File: config.mk
export PLATFORM = sky130hd
export DESIGN_NAME = addr_trans_ctrl
export DESIGN_NICKNAME = d
export VERILOG_FILES = /design/src/rtl/addr_trans_pkg.sv /design/src/rtl/addr_trans_ctrl_flush_tracker.sv /design/src/rtl/addr_trans_ctrl.sv
export SDC_FILE = /design/constraint.sdc
export NUM_CORES = 1
export LEC_CHECK = 0
export CAP_MARGIN = 5
export CORE_ASPECT_RATIO = 1.5
export CORE_UTILIZATION = 41
export CTS_CLUSTER_DIAMETER = 30
export DETAILED_ROUTE_END_ITERATION = 12
export PLACE_DENSITY = 0.84
export SLEW_MARGIN = 0
export SYNTH_ARGS = -nofsm -noshare
export SYNTH_HDL_FRONTEND = slang
export SYNTH_SLANG_ARGS = --single-unit
File: constraint.sdc
create_clock -name CLK -period 2.25 [get_ports CLK]
set_input_delay 0.45 -clock CLK [delete_from_list [all_inputs] [get_ports CLK]]
set_output_delay 0.45 -clock CLK [all_outputs]
set_load 0.02 [all_outputs]
File: src/rtl/addr_trans_pkg.sv
// addr_trans_pkg: satp mode encodings, satp field layout per XLEN and flush FSM types.
package addr_trans_pkg;
    typedef enum logic [2:0] {BARE, SV32, SV39, SV48, SV57, SV64} satp_mode_t;
    typedef enum logic [1:0] {IDLE, FLUSH, DONE} flush_state_t;
    typedef struct packed {
        logic       valid;
        satp_mode_t mode;
    } mode_dec_t;

    localparam int RV32_MODE_BIT = 31;
    localparam int RV32_ASID_LSB = 22;
    localparam int RV32_ASID_W   = 9;
    localparam int RV32_PPN_W    = 22;
    localparam int RV64_MODE_LSB = 60;
    localparam int RV64_ASID_LSB = 44;
    localparam int RV64_ASID_W   = 16;
    localparam int RV64_PPN_W    = 44;

    localparam logic [3:0] RV64_BARE = 4'd0;
    localparam logic [3:0] RV64_SV39 = 4'd8;
    localparam logic [3:0] RV64_SV48 = 4'd9;
    localparam logic [3:0] RV64_SV57 = 4'd10;
    localparam logic [3:0] RV64_SV64 = 4'd11;

    function automatic mode_dec_t satp_decode(input logic [63:0] s, input int xlen);
        mode_dec_t d;
        d.valid = 1'b1;
        d.mode  = BARE;
        if (xlen == 32)
            d.mode = s[RV32_MODE_BIT] ? SV32 : BARE;
        else
            case (s[RV64_MODE_LSB +: 4])
                RV64_BARE: d.mode = BARE;
                RV64_SV39: d.mode = SV39;
                RV64_SV48: d.mode = SV48;
                RV64_SV57: d.mode = SV57;
                RV64_SV64: d.mode = SV64;
                default:   d.valid = 1'b0;
            endcase
        return d;
    endfunction

    function automatic logic [15:0] satp_asid(input logic [63:0] s, input int xlen);
        return xlen == 32 ? 16'(s[RV32_ASID_LSB +: RV32_ASID_W]) : s[RV64_ASID_LSB +: RV64_ASID_W];
    endfunction

    function automatic logic [43:0] satp_ppn(input logic [63:0] s, input int xlen);
        return xlen == 32 ? 44'(s[0 +: RV32_PPN_W]) : s[0 +: RV64_PPN_W];
    endfunction

    // bit order {sv64,sv57,sv48,sv39,sv32}, matching MODE_MASK
    function automatic logic [4:0] mode_onehot(input satp_mode_t m);
        return m == BARE ? 5'd0 : 5'(1 << (int'(m) - 1));
    endfunction
endpackage

File: src/rtl/addr_trans_ctrl_flush_tracker.sv
// flush_tracker: per-client outstanding flush mask; all_done looks ahead to this cycle's acks.
module flush_tracker
    import addr_trans_pkg::*;
#(
    parameter int NUM_CLIENTS = 3
) (
    input  logic                   CLK,
    input  logic                   nRST,
    input  logic                   start,
    input  logic [NUM_CLIENTS-1:0] flush_ack,
    output logic [NUM_CLIENTS-1:0] flush_req,
    output logic                   all_done
);
    always_ff @(posedge CLK) begin
        if (!nRST)
            flush_req <= '0;
        else
            flush_req <= start ? '1 : flush_req & ~flush_ack;
    end

    assign all_done = (flush_req & ~flush_ack) == '0;
endmodule

File: src/rtl/addr_trans_ctrl.sv
// addr_trans_ctrl: owns satp, decodes translation mode/enables and sequences TLB/walker flushes
// on SFENCE.VMA or satp MODE/ASID change.
module addr_trans_ctrl
    import addr_trans_pkg::*;
#(
    parameter int         XLEN        = 32,
    parameter int         NUM_CLIENTS = 3,
    parameter logic [4:0] MODE_MASK   = 5'b00001
) (
    input  logic                   CLK,
    input  logic                   nRST,
    input  logic                   satp_wen,
    input  logic [XLEN-1:0]        satp_wdata,
    output logic [XLEN-1:0]        satp_rdata,
    input  logic [1:0]             priv_level,
    input  logic                   mstatus_mprv,
    input  logic [1:0]             mstatus_mpp,
    input  logic                   sfence_req,
    output logic                   sfence_ack,
    output logic [NUM_CLIENTS-1:0] flush_req,
    input  logic [NUM_CLIENTS-1:0] flush_ack,
    output logic                   busy,
    output logic                   sv32,
    output logic                   sv39,
    output logic                   sv48,
    output logic                   sv57,
    output logic                   sv64,
    output logic                   addr_trans_on_i,
    output logic                   addr_trans_on_d,
    output logic [15:0]            asid,
    output logic [43:0]            root_ppn
);
    flush_state_t    state, state_nxt;
    logic [XLEN-1:0] satp;
    logic [63:0]     w64, s64;
    mode_dec_t       wdec, cur;
    logic [4:0]      mode_oh;
    logic [1:0]      eff_priv;
    logic            wr_ok, satp_trig, start, all_done, reflush, sfence_seen;

    assign w64        = 64'(satp_wdata);
    assign s64        = 64'(satp);
    assign wdec       = satp_decode(w64, XLEN);
    assign cur        = satp_decode(s64, XLEN);
    assign eff_priv   = mstatus_mprv ? mstatus_mpp : priv_level;
    // WARL: unknown or unsupported modes leave satp untouched
    assign wr_ok      = satp_wen && wdec.valid && (wdec.mode == BARE || |(mode_onehot(wdec.mode) & MODE_MASK));
    assign satp_trig  = wr_ok && (wdec.mode != cur.mode || satp_asid(w64, XLEN) != satp_asid(s64, XLEN));
    assign satp_rdata = satp;
    assign busy       = state != IDLE || start;
    assign sfence_ack = state == DONE && sfence_seen;
    assign {sv64, sv57, sv48, sv39, sv32} = mode_oh;

    always_comb begin
        start     = (state == IDLE && (sfence_req || satp_trig)) || (state == DONE && (reflush || satp_trig));
        state_nxt = start ? FLUSH : state == FLUSH ? (all_done ? DONE : FLUSH) : IDLE;
    end

    always_ff @(posedge CLK) begin
        if (!nRST) begin
            state           <= IDLE;
            satp            <= '0;
            reflush         <= 1'b0;
            sfence_seen     <= 1'b0;
            mode_oh         <= '0;
            asid            <= '0;
            root_ppn        <= '0;
            addr_trans_on_i <= 1'b0;
            addr_trans_on_d <= 1'b0;
        end else begin
            state           <= state_nxt;
            if (wr_ok)
                satp <= satp_wdata;
            reflush         <= state == FLUSH && (reflush || satp_trig);
            sfence_seen     <= state == DONE ? 1'b0 : sfence_req || (state == FLUSH && sfence_seen);
            mode_oh         <= mode_onehot(cur.mode);
            asid            <= satp_asid(s64, XLEN);
            root_ppn        <= satp_ppn(s64, XLEN);
            addr_trans_on_i <= cur.mode != BARE && priv_level != 2'd3;
            addr_trans_on_d <= cur.mode != BARE && eff_priv != 2'd3;
        end
    end

    flush_tracker #(.NUM_CLIENTS(NUM_CLIENTS)) u_tracker (
        .CLK      (CLK),
        .nRST     (nRST),
        .start    (start),
        .flush_ack(flush_ack),
        .flush_req(flush_req),
        .all_done (all_done)
    );

    sfence_hold: assert property (@(posedge CLK) disable iff (!nRST) $fell(sfence_req) |-> $past(sfence_ack))
        else $error("sfence_req dropped before sfence_ack");
endmodule
Yosys cells after proc, flatten, opt, wreduce, memory -nomap -nowiden
Index checks and enable logic that the tools add are counted.

$add $sub $neg: 2. Equality and inequality tests: 6. Shift operators: 2. Multiplexer cells: 8. Bitwise operators: 4. Reductions and logical operators: 25.

Operators by type and width (number): 1-bit by 32-bit left shift with 1-bit output, first input constant (1); 1-bit by 32-bit left shift with 5-bit output, first input constant (1); 1-bit logical AND (9); 3-bit zero test (3); 9-bit inequality test (1); 1-bit logical OR (7); 1-bit 2-to-1 mux (5); 2-bit 2-to-1 mux (2); 2-bit inequality test, second input constant (2); 2-bit OR reduction (2); 1-bit by 1-bit subtractor with 2-bit output, second input constant (2); 3-bit AND (1); 3-bit 2-to-1 mux (1); 3-bit NOT (1); 3-bit nonzero test (1); 3-bit OR reduction (1); 2-bit by 1-bit == test with 1-bit output, second input constant (1); 2-bit == test, second input constant (1); 2-bit zero test (1); 1-bit NOT (2); 2-bit nonzero test (1); 1-bit inequality test (1).

Register bits after elaboration: 106. Input bits: 44. Output and inout port bits: 104. Word-level logic and storage cells: 60.

Longest topological paths before layout
Depth in word-level cells: 11. Gate-level depth with buffers: 4. Depth with buffers taken out: 4.

By module
A second synthesis with hierarchy kept.

Cell total of the unflattened synthesis: 259. Area, all modules: 2811.4 sq um.

By module, submodules not included: addr_trans_ctrl (times used 1, cells an instance 249, area each 2682.6 sq um, seq. area each 1421.4 sq um); flush_tracker (times used 1, cells an instance 10, area each 128.9 sq um, seq. area each 60.1 sq um).

Worst setup path before layout
No wires, ideal clock.

Kind: register -> output. Start: register satp[24] (netlist: satp_rdata[24]). End: output port busy. Arrival: 1.215 ns. Path slack: 0.585 ns. Cell stages (with the launch flop): 5. Cells stage by stage: dfxtp_1 -> xnor2_2 -> nand4_1 -> o31ai_1 -> nand2_1.

Longest elaborated chain between the ends: 7.

Ends and longest elaborated chain: start, declared (line addr_trans_ctrl.sv:34) `logic [XLEN-1:0] satp;`; start signal, assigned (line addr_trans_ctrl.sv:73) `satp <= satp_wdata;`; 9-bit inequality test * (line addr_trans_ctrl.sv:48) `assign satp_trig = wr_ok && (wdec.mode != cur.mode || satp_asid(w64, XLEN) != satp_asid(s64, XLEN));`; 1-bit logical OR * (line addr_trans_ctrl.sv:48); 1-bit logical AND * (line addr_trans_ctrl.sv:48); 1-bit logical OR (line addr_trans_ctrl.sv:55) `start = (state == IDLE && (sfence_req || satp_trig)) || (state == DONE && (reflush || satp_trig));`; 1-bit logical AND (line addr_trans_ctrl.sv:55); 1-bit logical OR * (line addr_trans_ctrl.sv:55); 1-bit logical OR * (line addr_trans_ctrl.sv:50) `assign busy = state != IDLE || start;`; end, declared (line addr_trans_ctrl.sv:22) `output logic busy,`.

Every way passes the cells marked *; elsewhere a longest branch is shown, timed or not.

Worst setup path after layout
Start: input port satp_wdata[22]. End: output port busy.

Longest elaborated chain between the ends: 7.

Ends and longest elaborated chain: start, declared (line addr_trans_ctrl.sv:13) `input logic [XLEN-1:0] satp_wdata,`; 9-bit inequality test * (line addr_trans_ctrl.sv:48); 1-bit logical OR * (line addr_trans_ctrl.sv:48); 1-bit logical AND * (line addr_trans_ctrl.sv:48); 1-bit logical OR (line addr_trans_ctrl.sv:55); 1-bit logical AND (line addr_trans_ctrl.sv:55); 1-bit logical OR * (line addr_trans_ctrl.sv:55); 1-bit logical OR * (line addr_trans_ctrl.sv:50).

Marked as above.

==> summary.md <==
| Metric | Value |
|---|---|
| Status | complete, no violations |
| Clock transition at the registers of the reported paths | approximately 0.07 ns |
| Initial Utilization | 0.422 |
| Min cycle time layout | approximately 2.2 ns |
| Syn Area/Cell | roughly 11 um^2 |
| Unrepaired setup endpoints after global routing | no |
| Worst hold start | satp_wen |
| Worst path slowest cell | clkdlybuf4s50_1 |
| DRT Pass-1 Iters | 4 |
| Power, Total | 3.29 mW |
| DRT Wirelength | roughly 6000 um |
| Final Hold Fails | 0 |
| Worst Reg-to-Reg Cells | 6 |
| DP HPWL | 4310 um |
| Fmax | 0.455 GHz |
| CP cell instances | clkdlybuf4s50_1 > xnor2_1 > nand4_2 > o31ai_4 > nand2_1 > buf_4 |
| Hold path endpoint | reflush |
| Final GP Congestion | between 0.7 and 0.8 |
| Die ar. | ~7000 um^2 |
| Starting DRT DRC Count | 52 |
| Setup CP Type | in2out |
| PortBufs | around 120 |
| Cts hold-fix bufs | 0 |
| Num rows | 36 |
| Clock sinks | 74 |
| Synth warn | 0 |
| Yosys reg bits | 74 |
| Mapped Area | roughly 2700 um^2 |
| Final period utilization | 0.976 |
| Vert. Die Dim | around 100 um |
| Largest net degree at the start of global routing | 34 |
| H-tree depth | 3 |
| Max VDD drop | 0.584 mV |
| Max-Cap Viols | 0 |
| Final setup violating endpoints | 0 |
| Fin area | ~4200 um^2 |
| Clock Path Buffers | 2 |
| Slew margin rel. | 0.610 |
| Total number of vias | 2,089 |
| Worst reg2reg endpoint | u_tracker.flush_req[0] |
| Initial antenna violation count | 1 |
| Top Ports | roughly 150 |
| Cts bufs inserted | 9 |
| Pleak | between 1.5 and 2 nW |
| CP Data Required Time | ~1.8 ns |
| WHS Path Cells | 3 |
| Worst hold-check path type | in2reg |
| Detail Route Antenna Nets | 0 |
| CP delay by family, top | buffers and inverters |
| CP bufs+invs | 2 |
| Avg WL per Cell | approximately 13 um |
| Number of global-route vias before repair | around 2,000 |
| Core Area | 6440 um^2 |
| Worst setup EP type | output pin |
| Power Dens Cells | 788 nW/um^2 |
| Data arrival, critical path | between 1.5 and 2 ns |
| Startpoint types | primary input |
| Slew Limit Fails | 0 |
| Vias/cell | between 4 and 5 |
| Reg2Reg Launch Point | satp_rdata[31] |
| Die Wd | around 70 um |
| Layout cell share with drive strength beyond 1 | 0.0979 |
| GRT Util Overall | 0.181 |
| Worst hold slack | 0.401 ns |
| Critical path peak fanout | 2 |
| Max stage delay on crit path | approximately 0.50 ns |
| R2R Setup Slk | between 0.6 and 0.7 ns |
| Wire length of the first global-routing pass | 8960 um |
| Tightest Pin Transition | 0.584 ns |
| DRC viols | 0 |
| Setup bufs post-CTS | 0 |
| CTS tree | yes |
| Final Skew | between 0.005 and 0.006 ns |
| Final Net Count | approximately 430 |
| Area delta synth->final | 54.0% |
| Root Buffer | clkbuf_8 |
| Util after Layout | 0.649 |
| Post-place instance area | 3870 um^2 |
| Yosys cell types | 30 |
| Worst-Skew Late Latency | between 0.3 and 0.4 ns |
| Final setup TNS | 0 ns |
| Post-synthesis sequential area ratio | 0.546 |
| Syn Inst Count | between 200 and 300 |
| Levels on crit path | 6 |
| Global route overflow | 0 |
-- cell usage after synthesis --
| cell | number | area, um^2 |
|---|---|---|
| and3_1 | 1 | 6.26 |
| nor2b_1 | 1 | 6.26 |
| a311oi_1 | 1 | 8.76 |
| and2_1 | 31 | 194 |
| nand2b_1 | 1 | 6.26 |
| nand4_1 | 1 | 6.26 |
| conb_1 | 1 | 3.75 |
| buf_4 | 32 | 240 |
| o41ai_2 | 1 | 16.3 |
| mux2i_1 | 32 | 320 |
| nor2_1 | 35 | 131 |
| o221ai_1 | 1 | 8.76 |
| clkbuf_1 | 4 | 15.0 |
| xnor2_1 | 8 | 70.1 |
| nor3_1 | 2 | 10.0 |
| o31ai_1 | 3 | 22.5 |
| nand4_2 | 1 | 12.5 |
| buf_2 | 4 | 20.0 |
| buf_1 | 2 | 7.51 |
| mux2_2 | 1 | 11.3 |
| a21boi_0 | 1 | 7.51 |
| o21ai_1 | 1 | 5.00 |
| nand2_1 | 7 | 26.3 |
| dfxtp_1 | 74 | 1480 |
| o211a_1 | 1 | 10.0 |
| inv_2 | 1 | 3.75 |
| xnor2_2 | 2 | 32.5 |
| inv_1 | 5 | 18.8 |
| a21oi_1 | 1 | 5.00 |
| a22oi_1 | 1 | 7.51 |
-- timing repair --
action | 4_1_cts | 5_1_grt
endpoints found under the setup margin | 1 | 1
gates resized for setup | 6 | 8
pin swaps | 3 | 4
-- registers in the layout, summed over array words and instances (netlist names) --
signal,count
addr_trans_on_d,1
addr_trans_on_i,1
asid,9
mode_oh,2
reflush,1
root_ppn,22
satp_rdata,32
sfence_seen,1
state,2
u_tracker.flush_req,3
-- through the flow --
stage          setup slack, ns  cells
5_1_grt                0.00494    465
4_1_cts                 0.0253    464
3_3_place_gp            -0.399    448
6_report                0.0541    465
2_1_floorplan            0.585    288
3_5_place_dp            -0.384    448
-- worst reg2reg max path, stage by stage (launching register included) --
cell	delay, ns
dfxtp_1	0.42
xnor2_2	0.15
nand4_1	0.18
buf_4	0.18
o41ai_2	0.32
buf_4	0.18
o31ai_1	0.07
-- worst max path at each step --
| stage | slack (ns) | startpoint | end |
|---|---|---|---|
| finish | 0.05 | satp_wdata[22] | busy |
| detailed placement | -0.38 | satp_wdata[25] | busy |
| global placement | -0.40 | satp_wdata[31] | busy |
| CTS | 0.03 | satp_wdata[25] | busy |
| global route | 0.005 | satp_wdata[26] | busy |
| floorplan | 0.59 | satp_rdata[24] | busy |
-- kinds of logic after synthesis --
kind of cell	count (synthesis)	share of synthesized area
AO/OA/AOI/OAI	11	0.0336
buffers and inverters	48	0.112
flip-flops	74	0.546
XOR/XNOR	10	0.0378
other	1	0.00138
multiplexers	33	0.122
AND/OR/NAND/NOR	80	0.147
-- area by class of cell --
class                           count  area (um^2)
Fill cell                         542         2260
Sequential cell                    74         1480
Timing Repair Buffer              126         1240
Multi-Input combinational cell    166         1080
Clock inverter                      7          141
Clock buffer                        9          124
Tap cell                           76         95.1
Inverter                            6         22.5
Antenna cell                        1         2.50
-- cells in the final DEF (no fill, tap or decap), drive strengths merged, types with 4 or more instances in the layout --
cell type,synthesis,layout
clkdlybuf4s50,0,110
bufinv,0,4
clkbuf,4,9
xnor2,10,10
buf,38,12
and2,31,31
conb,1,32
dlymetal6s2s,0,4
inv,6,6
dfxtp,74,74
nor2,35,35
nand2,7,7
mux2i,32,32
-- layer usage --
metal	up-vias	share of wire	GRT usage
met5	-	0	0
met4	0	0.020	0.0994
met3	8	0.077	0.0563
met2	99	0.53	0.327
met1	969	0.38	0.174
li1	1013	-	-
-- power by group --
group,total (mW),internal [mW],switching [mW],leakage [nW]
logic,0.533,0.264,0.270,1.09
clock network,1.34,0.848,0.488,0.129
registers,1.42,1.38,0.0424,0.608
Power figures use the tool's default switching activity.
